**src/rtl/unidade_controle.sv**
```systemverilog
// Control unit for the simple 9-bit processor: decodes IR against the external
// step counter and produces datapath enables, register selects and Done/Clear.
module unidade_controle (
  input  logic       Clock,
  input  logic       Reset,
  input  logic       Run,
  input  logic [8:0] DIN,
  input  logic [2:0] Tstep,
  input  logic       G_zero,
  output logic       Clear,
  output logic       Done,
  output logic       IRin,
  output logic [7:0] Rout,
  output logic [7:0] Rin,
  output logic       Gout,
  output logic       DINout,
  output logic       Ain,
  output logic       Gin,
  output logic [1:0] AluOp,
  output logic       Illegal
);

  localparam logic [2:0] T0 = 3'd0;
  localparam logic [2:0] T1 = 3'd1;
  localparam logic [2:0] T2 = 3'd2;
  localparam logic [2:0] T3 = 3'd3;

  localparam logic [2:0] OP_MV   = 3'b000;
  localparam logic [2:0] OP_MVI  = 3'b001;
  localparam logic [2:0] OP_ADD  = 3'b010;
  localparam logic [2:0] OP_SUB  = 3'b011;
  localparam logic [2:0] OP_AND  = 3'b100;
  localparam logic [2:0] OP_MVNZ = 3'b101;

  logic [8:0] ir;
  logic       nz_flag;
  logic [2:0] opcode;
  logic [2:0] rx;
  logic [2:0] ry;

  assign opcode = ir[8:6];
  assign rx     = ir[5:3];
  assign ry     = ir[2:0];

  function automatic logic [7:0] reg_sel(input logic [2:0] idx);
    return 8'b0000_0001 << idx;
  endfunction

  function automatic logic is_alu(input logic [2:0] op);
    return (op == OP_ADD) || (op == OP_SUB) || (op == OP_AND);
  endfunction

  function automatic logic [1:0] alu_code(input logic [2:0] op);
    case (op)
      OP_SUB:  return 2'b01;
      OP_AND:  return 2'b10;
      default: return 2'b00;
    endcase
  endfunction

  always_comb begin
    Clear   = 1'b0;
    Done    = 1'b0;
    IRin    = 1'b0;
    Rout    = 8'h00;
    Rin     = 8'h00;
    Gout    = 1'b0;
    DINout  = 1'b0;
    Ain     = 1'b0;
    Gin     = 1'b0;
    AluOp   = 2'b00;
    Illegal = 1'b0;
    if (Reset) begin
      Clear = 1'b1;
    end else begin
      case (Tstep)
        T0: begin
          if (Run) IRin  = 1'b1;
          else     Clear = 1'b1;
        end
        T1: begin
          case (opcode)
            OP_MV: begin
              Rout  = reg_sel(ry);
              Rin   = reg_sel(rx);
              Done  = 1'b1;
              Clear = 1'b1;
            end
            OP_MVI: begin
              DINout = 1'b1;
              Rin    = reg_sel(rx);
              Done   = 1'b1;
              Clear  = 1'b1;
            end
            OP_ADD, OP_SUB, OP_AND: begin
              Rout = reg_sel(rx);
              Ain  = 1'b1;
            end
            OP_MVNZ: begin
              // Conditional move completes either way; only the selects depend on the flag.
              if (nz_flag) begin
                Rout = reg_sel(ry);
                Rin  = reg_sel(rx);
              end
              Done  = 1'b1;
              Clear = 1'b1;
            end
            default: begin
              Illegal = 1'b1;
              Done    = 1'b1;
              Clear   = 1'b1;
            end
          endcase
        end
        T2: begin
          if (is_alu(opcode)) begin
            Rout  = reg_sel(ry);
            Gin   = 1'b1;
            AluOp = alu_code(opcode);
          end else begin
            Clear = 1'b1;
          end
        end
        T3: begin
          if (is_alu(opcode)) begin
            Gout  = 1'b1;
            Rin   = reg_sel(rx);
            Done  = 1'b1;
            Clear = 1'b1;
          end else begin
            Clear = 1'b1;
          end
        end
        // Unassigned steps only pull the counter back to T0.
        default: Clear = 1'b1;
      endcase
    end
  end

  always_ff @(posedge Clock) begin
    if (Reset) begin
      ir      <= 9'd0;
      nz_flag <= 1'b0;
    end else begin
      if (IRin) ir <= DIN;
      // G holds the ALU result being written back this cycle.
      if (Tstep == T3 && is_alu(opcode)) nz_flag <= ~G_zero;
    end
  end

endmodule

```
**config.mk**
```make
export PLATFORM = sky130hd
export DESIGN_NAME = unidade_controle
export DESIGN_NICKNAME = d
export VERILOG_FILES = /design/src/rtl/unidade_controle.sv
export SDC_FILE = /design/constraint.sdc
export NUM_CORES = 1
export LEC_CHECK = 0
export CELL_PAD_IN_SITES_DETAIL_PLACEMENT = 1
export CELL_PAD_IN_SITES_GLOBAL_PLACEMENT = 1
export CORE_ASPECT_RATIO = 1.1
export CORE_MARGIN = 2
export CORE_UTILIZATION = 25
export CTS_CLUSTER_DIAMETER = 50
export CTS_CLUSTER_SIZE = 8
export DETAILED_ROUTE_END_ITERATION = 12
export GPL_TIMING_DRIVEN = 0
export PLACE_DENSITY_LB_ADDON = 0.1
export SLEW_MARGIN = 20
export SYNTH_ARGS = -nofsm -noshare
export SYNTH_HDL_FRONTEND = slang
export SYNTH_SLANG_ARGS = --single-unit
```
**constraint.sdc**
```tcl
create_clock -name Clock -period 1.4 [get_ports Clock]
set_input_delay 0.14 -clock Clock [delete_from_list [all_inputs] [get_ports Clock]]
set_output_delay 0.14 -clock Clock [all_outputs]
set_load 0.05 [all_outputs]
```
**Word-level counts from Yosys, hierarchy flattened**

Index checks and enable logic that the tools add are counted.

- Register bits after elaboration: 10
- Bits in latches: 0
- RAM bits: 0
- Memory bits (read-only): 0
- Bits of input ports: 16
- Word-level logic and storage cells: 59
- Memories: 0

- Add/subtract/negate cells: 0
- Multipliers: 0
- Div/mod/pow operators: 0
- $lt $le $gt $ge: 0
- Equality and inequality tests: 8
- Shifts and indexed selects: 2
- Mux-type cells: 38
- Bitwise gates (word level): 1
- Reductions and logical operators: 8

Operator list:

| cell | count |
|---|---|
| $mux W8 | 6 |
| $pmux W8 S2 | 3 |
| $pmux W8 S3 | 1 |
| $mux W1 | 22 |
| $shl A1 B3 Y8 const A | 2 |
| $eq A3 B2 Y1 const B | 4 |
| $eq A3 B1 Y1 const B | 2 |
| $eq A3 B3 Y1 const B | 2 |
| $logic_not A3 Y1 | 2 |
| $mux W2 | 3 |
| $reduce_or A6 Y1 | 1 |
| $pmux W2 S2 | 1 |
| $pmux W1 S3 | 1 |
| $reduce_or A3 Y1 | 1 |
| $logic_or A1 B1 Y1 | 2 |
| $pmux W1 S2 | 1 |
| $reduce_or A2 Y1 | 1 |
| $logic_and A1 B1 Y1 | 1 |
| $not A1 Y1 | 1 |

**Depth between registers and ports, before layout**

- Word-level depth: 6
- Depth in mapped cells: 6
- Mapped depth without buffers: 5

**Least setup slack after synthesis**

Ideal clock, no wire load.

- Path kind: reg2out
- From: reg ir[8]
- To: out Rout[6]
- Arrival: 2204 ps
- Required time: 1260 ps
- Slack: -944 ps
- Stages on the path, launching flop included: 7
- Buffers on the path: 1
- Cell sequence: dfxtp_1 buf_2 nor3b_2 o21ai_1 inv_1 nand2_1 o22ai_1

- Cells in the longest elaborated chain, start to end: 6
- Elaborated cells on any way between the ends: 12
- Those cells by class: 4 x eq/ne; 4 x mux; 4 x reduce/logical

Ends and longest elaborated chain:

| element | line | RTL |
|---|---|---|
| start: declaration | 35 | `logic [8:0] ir;` |
| start signal: assignment | 142 | `ir <= 9'd0;` |
| start signal: assignment | 145 | `if (IRin) ir <= DIN;` |
| parallel branches: the longest is 4 deep, another holds $pmux W8 S3 | n/a |  |
| $pmux W8 S2 (*) | 76 | `case (Tstep)` |
| $mux W8 (*) | 73 | `if (Reset) begin` |
| end: declaration | 13 | `output logic [7:0] Rout,` |

Every way passes the cells marked *.

**Worst setup path after layout**

- From: reg ir[8]
- To: out Rout[4]

The elaborated chain is that of the path after synthesis.

==> results <==
-- final timing paths --
check	start	endpoint
max	ir[8]$_SDFFE_PP0P_	Rout[4]
min	DIN[8]	ir[8]$_SDFFE_PP0P_
max reg2reg	ir[8]$_SDFFE_PP0P_	nz_flag$_SDFFE_PP0P_
min reg2reg	ir[4]$_SDFFE_PP0P_	ir[4]$_SDFFE_PP0P_
-- per-stage QoR --
stage | cell area [sq um] | setup slack [ns] | TNS (ns)
3_3_place_gp | 1627 | -1.479 | -36.84
5_1_grt | 2216 | -0.7518 | -15.21
3_5_place_dp | 1627 | -1.528 | -38.08
6_report | 2216 | -0.6794 | -13.31
2_1_floorplan | 1156 | -0.4399 | -5.539
4_1_cts | 1992 | -0.6701 | -10.81
-- per-layer routing --
layer	global-route usage (%)	routed length [um]
met5	0	0
met4	6.250	127
met3	0.7767	143
met2	36.02	2710
met1	23.39	2091
-- timing repair --
action	4_1_cts	5_1_grt
endpoints found under the setup margin	36	36
buffers inserted	20	18
pin swaps	14	15
hold endpoints to repair	0	0
gates resized for setup	232	37
-- state kept, by name (all words and copies together), names as in the netlist --
name     cells
nz_flag      1
ir           9
-- logic make-up (layout without fill, tap and decap cells) --
logic type,count (synthesis),in the layout,synth area share (%)
simple gates,72,72,42.96
flops,10,10,22.53
mux,1,1,1.268
compound gates,30,30,27.61
buf+inv,10,89,5.634
-- cells in the final DEF (no fill, tap or decap), types with 3 or more instances in the layout --
master and n:
nand2b_4 3, clkbuf_4 3, nor2_2 3, a21oi_1 10
nor2_4 13, nor2b_1 3, buf_6 36, nand2_1 21
o32ai_4 3, buf_4 24, dfxtp_1 7, clkdlybuf4s50_1 10
buf_8 8, nand2b_1 4, or3_4 5, o21ai_4 4
-- cells in the mapped netlist (2+ instances only) --
master / count / area (sq um)
nand2b_1: 7 / 43.79
o32ai_1: 2 / 17.52
or3b_1: 2 / 17.52
nor2_1: 18 / 67.56
inv_1: 3 / 11.26
and3_1: 2 / 12.51
nand4b_1: 2 / 17.52
o21ai_1: 3 / 15.01
o22ai_1: 2 / 12.51
a21oi_1: 12 / 60.06
nand2_1: 23 / 86.33
o211ai_2: 2 / 25.02
o32ai_2: 2 / 32.53
nor2b_1: 4 / 25.02
or3_1: 5 / 31.28
dfxtp_1: 10 / 200.2
o21ai_0: 2 / 10.01
buf_2: 4 / 20.02
clkbuf_1: 2 / 7.510
-- worst max-delay path: stages, from the launching register on --
cell,delay (ns)
dfxtp_4,0.35
buf_6,0.13
o41ai_4,0.34
buf_4,0.22
o211ai_4,0.14
o32ai_4,0.31
buf_6,0.20
-- power by group --
part | switching [mW] | internal [mW] | total [mW]
clock | 0.0871 | 0.0987 | 0.186
sequential | 0.0106 | 0.287 | 0.298
combinational | 0.148 | 0.146 | 0.294
total | 0.246 | 0.532 | 0.778
-- final cells by class --
type | count | area, sq um
Fill cell | 371 | 1142
Tap cell | 48 | 60.06
Sequential cell | 10 | 209.0
Timing Repair Buffer | 79 | 808.3
Clock buffer | 3 | 22.52
Multi-Input combinational cell | 103 | 1067
Inverter | 3 | 11.26
Buffer | 4 | 37.54
==> impl_results.md <==
* Core Util, Final at 65.98%
* Unique masters post-synth at 35
* Vias in the first global route at 1231
* Global-route wire length before repair at 5961 um
* DRT Wirelength at 5073 um
* Detail Route Antenna Nets at 0
* Routed length per instance at 20.29 um
* Cell Area, Synth at 888.4 sq um
* Syn_area_per_cell at 7.222 sq um
* Final setup fails at 27
* Crit path DAT at 1.94 ns
* Setup ws final at -0.6794 ns
* Post-synthesis sequential area ratio at 22.54%
* Reg2reg setup slack at -0.47 ns
* Setup Skew at 0.0001462 ns
* Commonest register cell after synthesis: dfxtp_1
* Initial Utilization at 26.45%
* WP data required at 1.26 ns
* Core Area at 3358 sq um
* Row Count at 22
* HPWL reported at the end of detailed placement at 2367 um
* Hold_ws at 0.4293 ns
* Synthesized Nets at 139
* RePlAce Congestion at 0.7907
* CTS max path bufs at 2
* Critical path endpoint category: output port
* Die H at 66.52 um
* R2R depth at 8
* Setup CP Type: flop to output port
* Placed insts at 212
* DRC violations left at 0
* Die Area at 4047 sq um
* Fmax at 480.9 MHz
* Max-Cap Viols at 0
* DR vias/cell at 5.056
* TritonCTS clock tree: done
* Count of non-filler cells in the finished layout at 250
* Hold Fails Final Rpt at 0
* Vias at 1264
* Unrepaired setup endpoints after global routing: true
* First-pass DRT Iterations at 4
* Failing checks: setup timing
* Clk sink count at 10
* Layout area overhead at 149.4%
* Share of layout cells above drive strength 1 at 67.33%
* Maximum number of pins on one net before global-route repair at 11
* Tcrit/Tclk final at 148.5%
* N_diodes at 0
* Initial DRC Count at 30
* Startpoint Class: flop
* Post-synth ARST share at 0%
* Minimum clock period at 2.079 ns
* Leak at 0.7943 nW
* Hold Path Depth at 3
* CTS Buf Count at 3
* H-tree Lvls at 1
* Outcome: complete, but fails checks
* Slew @ Worst Pin at 0.5713 ns
* Root buffer cell: clkbuf_4
* I/O pins at 42
* Post-CTS Hold Fix Bufs at 0
* Die W at 60.84 um
* GRT overflow at 0
* Hold WC Path Type: input port to flop
* Post-synth EDFFs at 0
* Max Slew Vio Count at 0
* Syn. warnings at 0
* Crit-path max FO at 4
* Initial antenna violation count at 0
* Clk pin slew, worst setup/hold paths at 0.06 ns
* Clk Latency, worst-skew pair at 0.25 ns
* Slew Limit Headroom at 61.70%
* Syn Inst Count at 123
* Pwr/cell area at 351.1 nW/um^2
* Port Buffer Count at 41
* Nets at 220
* GRT Total Usage at 19.45%
* Synth Register Bits at 10
* Final Total Pwr at 778.1 uW
* Maximum vdd drop at 0.3090 mV
Note: power is estimated with default switching activity, not from simulation.
